`config.mk`:
```
export PLATFORM = sky130hd
export DESIGN_NAME = dma_cfg_slave_mc
export DESIGN_NICKNAME = d
export VERILOG_FILES = /design/src/rtl/dma_cfg_slave_mc.sv
export SDC_FILE = /design/constraint.sdc
export NUM_CORES = 1
export LEC_CHECK = 0
export BUFFER_PORTS_ARGS = -buffer_cell sky130_fd_sc_hd__buf_2
export CAP_MARGIN = 25
export CORE_AREA = 4 4 303 156
export DETAILED_ROUTE_END_ITERATION = 8
export DIE_AREA = 0 0 307 160
export PLACE_DENSITY_LB_ADDON = 0.2
export SLEW_MARGIN = 5
export SYNTH_ARGS = -nofsm -noshare
export SYNTH_HDL_FRONTEND = slang
export SYNTH_SLANG_ARGS = --single-unit
```
`constraint.sdc`:
```
create_clock -name clk -period 25.7 [get_ports clk]
set_clock_uncertainty 0.1 [all_clocks]
set_input_delay 1.285 -clock clk [delete_from_list [all_inputs] [get_ports clk]]
set_output_delay 1.285 -clock clk [all_outputs]
set_load 0.005 [all_outputs]
```
`src/rtl/dma_cfg_slave_mc.sv`:
```
// Multi-channel DMA configuration slave: per-channel SRC/DST/QTY/CTRL/STATUS/IRQ_EN registers behind an AXI slave port.
// Latency: W beat -> register visible next cycle; last W -> bvalid next cycle; AR -> first rvalid next cycle.
// Backpressure: one transaction at a time; wready/rvalid held in the data phase, bvalid held until bready.
//
// Ports: clk/rst (async, active-high); AXI AW/W/B/AR/R channels (INCR bursts of 4-byte beats);
// dma_fin_i per-channel completion in; dma_en_o per-channel start pulse out;
// src_addr_o/dst_addr_o/data_qty_o packed per-channel registers; irq_o level interrupt.
module dma_cfg_slave_mc #(
  parameter int NUM_CH = 4,
  parameter int ADDR_W = 32,
  parameter int DATA_W = 32,
  parameter int ID_W   = 8,
  parameter int LEN_W  = 4
) (
  input  logic                     clk,
  input  logic                     rst,
  input  logic [ID_W-1:0]          awid,
  input  logic [ADDR_W-1:0]        awaddr,
  input  logic [LEN_W-1:0]         awlen,
  input  logic                     awvalid,
  output logic                     awready,
  input  logic [DATA_W-1:0]        wdata,
  input  logic [DATA_W/8-1:0]      wstrb,
  input  logic                     wlast,
  input  logic                     wvalid,
  output logic                     wready,
  output logic [ID_W-1:0]          bid,
  output logic [1:0]               bresp,
  output logic                     bvalid,
  input  logic                     bready,
  input  logic [ID_W-1:0]          arid,
  input  logic [ADDR_W-1:0]        araddr,
  input  logic [LEN_W-1:0]         arlen,
  input  logic                     arvalid,
  output logic                     arready,
  output logic [ID_W-1:0]          rid,
  output logic [DATA_W-1:0]        rdata,
  output logic [1:0]               rresp,
  output logic                     rlast,
  output logic                     rvalid,
  input  logic                     rready,
  input  logic [NUM_CH-1:0]        dma_fin_i,
  output logic [NUM_CH-1:0]        dma_en_o,
  output logic [NUM_CH*ADDR_W-1:0] src_addr_o,
  output logic [NUM_CH*ADDR_W-1:0] dst_addr_o,
  output logic [NUM_CH*ADDR_W-1:0] data_qty_o,
  output logic                     irq_o
);

  localparam int CH_BITS = (NUM_CH > 1) ? $clog2(NUM_CH) : 1;
  localparam int STRB_W  = DATA_W / 8;

  typedef enum logic [1:0] {IDLE, W_CH, B_CH, R_CH} state_t;

  state_t             state_q, state_d;
  logic [ID_W-1:0]    id_q, id_d;
  logic [LEN_W-1:0]   len_q, len_d, cnt_q, cnt_d;
  logic [CH_BITS-1:0] ch_q, ch_d;
  logic [2:0]         word_q, word_d;
  logic               dec_q, dec_d;   // address outside the populated channels
  logic               slv_q, slv_d;   // a start was rejected during this burst

  logic [ADDR_W-1:0]  src_q [NUM_CH];
  logic [ADDR_W-1:0]  src_d [NUM_CH];
  logic [ADDR_W-1:0]  dst_q [NUM_CH];
  logic [ADDR_W-1:0]  dst_d [NUM_CH];
  logic [ADDR_W-1:0]  qty_q [NUM_CH];
  logic [ADDR_W-1:0]  qty_d [NUM_CH];
  logic [NUM_CH-1:0]  busy_q, busy_d, done_q, done_d;
  logic [NUM_CH-1:0]  irq_en_q, irq_en_d, dma_en_q, dma_en_d;
  logic               irq_q, irq_d;

  logic               wbeat;
  logic [DATA_W-1:0]  rd_word;
  logic               unused_addr_lsb;

  assign unused_addr_lsb = ^{awaddr[1:0], araddr[1:0]};
  assign wbeat = (state_q == W_CH) && wvalid;

  // Any set bit above the channel field also counts as an unpopulated channel,
  // so e.g. channel 7 does not alias onto channel 3 when NUM_CH = 4.
  function automatic logic addr_bad(input logic [ADDR_W-1:0] a);
    logic [31:0] ch;
    ch = 32'(a[5+CH_BITS-1:5]);
    return (a[ADDR_W-1:5+CH_BITS] != '0) || (ch >= 32'(NUM_CH));
  endfunction

  function automatic logic [DATA_W-1:0] strb_merge(input logic [DATA_W-1:0] old_v,
                                                   input logic [DATA_W-1:0] new_v,
                                                   input logic [STRB_W-1:0] strb);
    logic [DATA_W-1:0] r;
    r = old_v;
    for (int b = 0; b < STRB_W; b++) begin
      if (strb[b]) r[b*8 +: 8] = new_v[b*8 +: 8];
    end
    return r;
  endfunction

  // Transaction FSM and captured burst context.
  always_comb begin
    state_d = state_q;
    id_d    = id_q;
    len_d   = len_q;
    cnt_d   = cnt_q;
    ch_d    = ch_q;
    word_d  = word_q;
    dec_d   = dec_q;
    awready = 1'b0;
    arready = 1'b0;
    wready  = 1'b0;
    bvalid  = 1'b0;
    rvalid  = 1'b0;
    case (state_q)
      IDLE: begin
        awready = ~rst;
        arready = ~rst & ~awvalid;   // writes win a tie
        if (awvalid) begin
          state_d = W_CH;
          id_d    = awid;
          len_d   = awlen;
          cnt_d   = '0;
          ch_d    = awaddr[5+CH_BITS-1:5];
          word_d  = awaddr[4:2];
          dec_d   = addr_bad(awaddr);
        end else if (arvalid) begin
          state_d = R_CH;
          id_d    = arid;
          len_d   = arlen;
          cnt_d   = '0;
          ch_d    = araddr[5+CH_BITS-1:5];
          word_d  = araddr[4:2];
          dec_d   = addr_bad(araddr);
        end
      end
      W_CH: begin
        wready = 1'b1;
        if (wvalid) begin
          word_d = word_q + 3'd1;
          if (wlast) state_d = B_CH;
        end
      end
      B_CH: begin
        bvalid = 1'b1;
        if (bready) state_d = IDLE;
      end
      R_CH: begin
        rvalid = 1'b1;
        if (rready) begin
          word_d = word_q + 3'd1;
          cnt_d  = cnt_q + LEN_W'(1);
          if (cnt_q == len_q) state_d = IDLE;
        end
      end
      default: state_d = IDLE;
    endcase
  end

  // Register file, start/complete bookkeeping.
  always_comb begin
    src_d    = src_q;
    dst_d    = dst_q;
    qty_d    = qty_q;
    busy_d   = busy_q;
    done_d   = done_q;
    irq_en_d = irq_en_q;
    dma_en_d = '0;
    slv_d    = slv_q;
    if ((state_q == IDLE) && awvalid) slv_d = 1'b0;
    for (int c = 0; c < NUM_CH; c++) begin
      if (wbeat && !dec_q && (ch_q == CH_BITS'(c))) begin
        case (word_q)
          3'd0: src_d[c] = strb_merge(src_q[c], wdata, wstrb);
          3'd1: dst_d[c] = strb_merge(dst_q[c], wdata, wstrb);
          3'd2: qty_d[c] = strb_merge(qty_q[c], wdata, wstrb);
          3'd4: if (wstrb[0] && wdata[1]) done_d[c] = 1'b0;
          3'd5: if (wstrb[0]) irq_en_d[c] = wdata[0];
          default: ;
        endcase
      end
      // Completion after W1C (done survives a coinciding clear) but before
      // start (an accepted start leaves busy=1, done=0).
      if (dma_fin_i[c]) begin
        busy_d[c] = 1'b0;
        done_d[c] = 1'b1;
      end
      if (wbeat && !dec_q && (ch_q == CH_BITS'(c)) && (word_q == 3'd3) && wstrb[0] && wdata[0]) begin
        if (busy_q[c]) begin
          slv_d = 1'b1;
        end else begin
          busy_d[c]   = 1'b1;
          done_d[c]   = 1'b0;
          dma_en_d[c] = 1'b1;
        end
      end
    end
    irq_d = |(done_q & irq_en_q);
  end

  // Read data is taken straight from the registers at the current word pointer.
  always_comb begin
    rd_word = '0;
    if ((state_q == R_CH) && !dec_q) begin
      for (int c = 0; c < NUM_CH; c++) begin
        if (ch_q == CH_BITS'(c)) begin
          case (word_q)
            3'd0: rd_word = src_q[c];
            3'd1: rd_word = dst_q[c];
            3'd2: rd_word = qty_q[c];
            3'd4: rd_word = {{(DATA_W-2){1'b0}}, done_q[c], busy_q[c]};
            3'd5: rd_word = {{(DATA_W-1){1'b0}}, irq_en_q[c]};
            default: rd_word = '0;
          endcase
        end
      end
    end
  end

  always_ff @(posedge clk or posedge rst) begin
    if (rst) begin
      state_q  <= IDLE;
      id_q     <= '0;
      len_q    <= '0;
      cnt_q    <= '0;
      ch_q     <= '0;
      word_q   <= '0;
      dec_q    <= 1'b0;
      slv_q    <= 1'b0;
      busy_q   <= '0;
      done_q   <= '0;
      irq_en_q <= '0;
      dma_en_q <= '0;
      irq_q    <= 1'b0;
      for (int c = 0; c < NUM_CH; c++) begin
        src_q[c] <= '0;
        dst_q[c] <= '0;
        qty_q[c] <= '0;
      end
    end else begin
      state_q  <= state_d;
      id_q     <= id_d;
      len_q    <= len_d;
      cnt_q    <= cnt_d;
      ch_q     <= ch_d;
      word_q   <= word_d;
      dec_q    <= dec_d;
      slv_q    <= slv_d;
      busy_q   <= busy_d;
      done_q   <= done_d;
      irq_en_q <= irq_en_d;
      dma_en_q <= dma_en_d;
      irq_q    <= irq_d;
      src_q    <= src_d;
      dst_q    <= dst_d;
      qty_q    <= qty_d;
    end
  end

  assign bid   = id_q;
  assign rid   = id_q;
  assign bresp = (state_q != B_CH) ? 2'b00 : dec_q ? 2'b11 : slv_q ? 2'b10 : 2'b00;
  assign rresp = ((state_q == R_CH) && dec_q) ? 2'b11 : 2'b00;
  assign rlast = (state_q == R_CH) && (cnt_q == len_q);
  assign rdata = rd_word;
  assign dma_en_o = dma_en_q;
  assign irq_o    = irq_q;

  for (genvar g = 0; g < NUM_CH; g++) begin : g_pack
    assign src_addr_o[g*ADDR_W +: ADDR_W] = src_q[g];
    assign dst_addr_o[g*ADDR_W +: ADDR_W] = dst_q[g];
    assign data_qty_o[g*ADDR_W +: ADDR_W] = qty_q[g];
  end

endmodule

```
==> Word level (Yosys, flattened, before mapping) <==
Cells that the tools add are included.
{ "word_totals": {"reg_bits": 426, "output_inout_bits": 447} }
{ "classes": {"add_sub_neg": 2, "n_eq_ne": 19, "n_mux": 96, "bitwise_logic": 4, "reduce_logical": 89} }
{ "ops": {"columns": ["operator", "n"], "rows": [
  ["one-hot mux 32 bit (5 select lines)", 4],
  ["two-way mux 32 bit", 5],
  ["AND reduction 3 bit", 53],
  ["two-way mux 1 bit", 60],
  ["nonzero test 25 bit", 2],
  ["two-way mux 2 bit", 13],
  ["logical AND 1 bit", 23],
  ["two-way mux 4 bit", 5],
  ["two-way mux 8 bit", 2],
  ["two-way mux 3 bit", 4],
  ["!= test 2 bit (second input constant)", 5],
  ["one-hot mux 3 bit (3 select lines)", 1],
  ["equality test 2 bit (second input constant)", 4],
  ["one-hot mux 2 bit (4 select lines)", 1],
  ["one-hot mux 4 bit (2 select lines)", 1],
  ["equality test 3 x 2 -> 1 bit (second input constant)", 2],
  ["equality test 3 bit (second input constant)", 2],
  ["AND reduction 6 bit", 1],
  ["adder 4 x 1 -> 4 bit (second input constant)", 1],
  ["bitwise AND 4 bit", 1],
  ["equality test 2 x 1 -> 1 bit (second input constant)", 2],
  ["equality test 4 bit", 1],
  ["zero test 2 bit", 2],
  ["AND reduction 4 bit", 1],
  ["12 further kinds", 14]
]} }

==> Depth between registers and ports, before layout <==
{ "logic_depth": {"word_depth": 14, "depth_mapped": 11} }

==> Worst setup path after synthesis <==
No wires, ideal clock.
{ "synth_timing": {"path_kind": "input-to-output", "start": "in awvalid", "end": "out arready", "t_arrival_ns": 1.969, "required_time_ns": 24.315, "setup_slack_ns": 22.346, "cell_stages": 3, "path_cell_list": "buf_2 -> buf_2 -> nor4_1"} }
{ "synth_via": {"elab_chain_cells": 3} }
{ "synth_lines": {"columns": ["element", "line", "text"], "rows": [
  ["from (decl)", "20", "input logic awvalid,"],
  ["NOT 1 bit", "116", "arready = ~rst & ~awvalid;"],
  ["bitwise AND 1 bit", "116", null],
  ["two-way mux 1 bit", "113", "case (state_q)"],
  ["to (decl)", "35", "output logic arready,"]
]} }
No other way between the ends.

==> Worst setup path in the final report <==
{ "layout_timing": {"start": "reg word_q[0]", "end": "out rdata[22]"} }
{ "layout_via": {"elab_chain_cells": 7, "elab_cells_between_ends": 14, "cone_classes": "4 x eq/ne; 9 x mux; 1 x reduce/logical"} }
{ "layout_lines": {"columns": ["element", "line", "text"], "rows": [
  ["from (decl)", "59", "logic [2:0] word_q, word_d;"],
  ["from (signal assigned)", "244", "word_q <= word_d;"],
  ["equality test 3 bit, or another cell as far along", "205", "case (word_q)"],
  ["one-hot mux 32 bit (5 select lines)", "205", null],
  ["two-way mux 32 bit (3 in series)", "204", "if (ch_q == CH_BITS'(c)) begin"],
  ["two-way mux 32 bit (*)", "204", null],
  ["two-way mux 32 bit (*)", "202", "if ((state_q == R_CH) && !dec_q) begin"],
  ["to (decl)", "37", "output logic [DATA_W-1:0] rdata,"]
]} }
Mark *: on every way between the ends. The rest lies on a longest branch, timed or not.

==> results by group <==
Run status
  – Status: completed

Synthesis
  – Yosys warning count: 0
  – Syn Nets: 1718
  – Syn Std Cell Area: between 0.015 and 0.02 mm²
  – Top FF cell, synth: dfrtp_1
  – EDFF count, synth: 0
  – Synth Instances: 1576
  – Syn Area/Cell: 12.7 µm²
  – Post-synthesis register bit count: 426
  – Sequential cell area fraction in the yosys report: 53.4%
  – Async S/R FF share, synth: 100%
  – Yosys cell types: 52

GRT
  – Total GRT Usage: 30.9%
  – Initial antenna violation count: 4
  – Residual overflow from global routing: 0
  – Global-route wire length before repair: 114000 µm
  – Vias in the first global route: approximately 16k
  – Largest net degree at the start of global routing: 152

Finish
  – Final std cells w/o fill: 2718
  – Commonest non-fill, non-tap cell in the layout: buf_2
  – Core Util, Final: around 55%
  – Design area: 0.0247 mm²
  – # nets final: 2230
  – Ratio of cells with drive above 1 in the final layout: between 50% and 60%
  – Synth-to-layout area growth: 23.8%
  – Most frequent cells in the layout: 578 x buf_2, 423 x dfrtp_1, 417 x mux2_2

CTS
  – Sink Count: 426
  – Clock transition at the registers of the reported paths: around 0.07 ns
  – Hold buffer count at CTS: 0
  – Post-CTS Setup Repair Bufs: 0
  – Total CTS buffers: 40
  – Max Root-Sink Buffers: 3
  – Root Driver: clkbuf_16
  – H-tree depth: 2
  – Clk_lat worst skew: 0.55 ns
  – CTS tree: built
  – Post-CTS Resized: 0

Detailed routing
  – Via count: 16.5k
  – Highest Signal Layer: met4
  – DRC: 0
  – Met3 routed WL: 7530 µm
  – Final wirelength: 78000 µm
  – Metal-1 WL: 33800 µm
  – Met2 wire len: around 35000 µm
  – ANT nets after route: 0
  – Number of DRC markers in iteration 0: ~1.9k
  – Wire per inst: 28.7 µm
  – Drt first pass iters: 9
  – Vias/cell: 6.07

Worst hold path
  – HP Class: flip-flop to flip-flop

Pwr
  – Flop pwr share: 40.8%
  – Sw power: 0.628 mW
  – Cell-internal power: 1.15 mW
  – Comb power frac: 24.6%
  – Switching share of total power: 35.3%
  – Pwr/cell area: ~72 mW/mm²
  – Lkg Pwr: 13.2 nW
  – Power Total: approximately 1.8 mW
  – Clk pwr share: 34.6%
  – Max VDD drop: a little over 0.06 mV

Die
  – Die X: 307 µm
  – Die Area: 0.0491 mm²
  – DIE HEIGHT: 160 µm
  – Ports: around 600
  – Initial Util: 44.7%
  – Site row count: 55
  – Core area: about 0.045 mm²

Critical path
  – CP required: 24.31 ns
  – Crit path launch type: flip-flop
  – CP arrival: roughly 4.2 ns
  – CP max stage cell: buf_4
  – Critical path capture point type: output port
  – CP cell instances: inv_1 > ha_4 > buf_4 > nor3_1 > or4_1 > buf_16 > o22ai_1 > buf_2
  – Critical path class: flip-flop to output port
  – Max incr delay on CP: 0.73 ns
  – Critical path fanouts, max: 57

Timing
  – F_max: 179 MHz
  – Worst slew pin tran: ~1.1 ns
  – Fin worst setup slack: 20.11 ns
  – Setup_tns: 0 ns
  – Fin. Hold Viols: 0
  – RSZ-0062 raised after global routing: no
  – Final setup violation count: 0
  – Slew Viols, Final: 0
  – Slew Limit Headroom: between 20% and 30%
  – Hold WS: 0.407 ns
  – Tcrit/Tclk final: 21.8%
  – Crit path time final: between 5 and 6 ns

Placed design
  – DP HPWL: 56100 µm
  – Placed inst area: ~0.023 mm²
  – DP Worst Slack: between 20 and 25 ns
  – Placer Congestion: 0.957
  – Dpl cells: 2642
  – PortBufs: around 580

Flow run
  – MaxCap Viol Count: 0
-- synthesized netlist by cell type (13+ instances only) --
cell      instances  area share, %
buf_2            22           0.55
nor2b_1          13           0.41
o21ai_0          41            1.0
buf_1            22           0.41
clkbuf_1         72            1.4
nor2_1           40           0.75
mux2_2          417             24
inv_1            13           0.24
nand2_1          68            1.3
dfrtp_1         426             53
o22ai_1          19           0.60
a221oi_1         23            1.0
a21oi_1          99            2.5
a222oi_1         49            2.5
a22oi_1          63            2.4
mux2i_1          27            1.4
nand3_2          18           0.90
nor4_1           13           0.41
-- area by class of cell --
class                   count  area [µm²]
well taps                 598         748
multi-input cells        1007        8740
flip-flops and latches    426       10700
fillers                  3873       20000
clock buffers              57        1200
clock inverters            14         146
inverters                  13        56.3
diodes                      3        7.51
repair buffers            600        3150
-- state kept, by name, indices dropped and copies added (netlist names), 8 cells and up --
signal	cells
data_qty_o	128
dst_addr_o	128
bid	8
src_addr_o	128
-- final timing paths --
path,start,to,depth (start not counted),slack [ns]
worst max-delay path,word_q[0],rdata[22],8,20.11
worst min-delay path,slv_q,slv_q,2,0.41
worst max register to register,ch_q[0],data_qty_o[5],5,21.76
worst min register to register,slv_q,slv_q,2,0.41
max in group asynchronous,rst,ch_q[1],4,23.07
min in group asynchronous,rst,dst_addr_o[32],2,0.71
-- worst max-delay path, delay by kind of cell, from the launching register on --
family                   cells  cell delay (ns)
buffers and inverters        4             1.40
flip-flops                   1             0.44
AND/OR/NAND/NOR              2             0.84
adder cells (fa/ha/maj)      1             0.65
AO/OA/AOI/OAI                1             0.25
-- routing by layer --
layer	track usage, %	up-vias
met3	7.62	127
met1	45.3	8590
met4	7.36	0
met2	46.5	860
met5	0	-
li1	-	6923
-- cell families (layout without fill, tap and decap cells) --
| group | after synthesis | in the layout | synth area share [%] |
|---|---|---|---|
| AOI/OAI and AO/OA | 313 | 313 | 10.7 |
| xor gates and xnor gates | 6 | 6 | 0.263 |
| adders and majority gates | 6 | 6 | 0.376 |
| buffers and inverters | 143 | 684 | 3.17 |
| DFF | 426 | 426 | 53.4 |
| muxes | 444 | 444 | 24.9 |
| other | 0 | 3 | 0 |
| and+or+nand+nor | 238 | 238 | 7.16 |
-- power groups by stage --
| stage | Sequential, mW | Combinational [mW] | Clock [mW] |
|---|---|---|---|
| global route | 0.727 | 0.467 | 0.653 |
| finish | 0.724 | 0.438 | 0.615 |
| global placement | 0.735 | 0.423 | 0 |
| floorplan | 0.712 | 0.280 | 0 |
| detailed placement | 0.736 | 0.428 | 0 |
| CTS | 0.723 | 0.429 | 0.625 |
(Power assumes the default switching activity.)
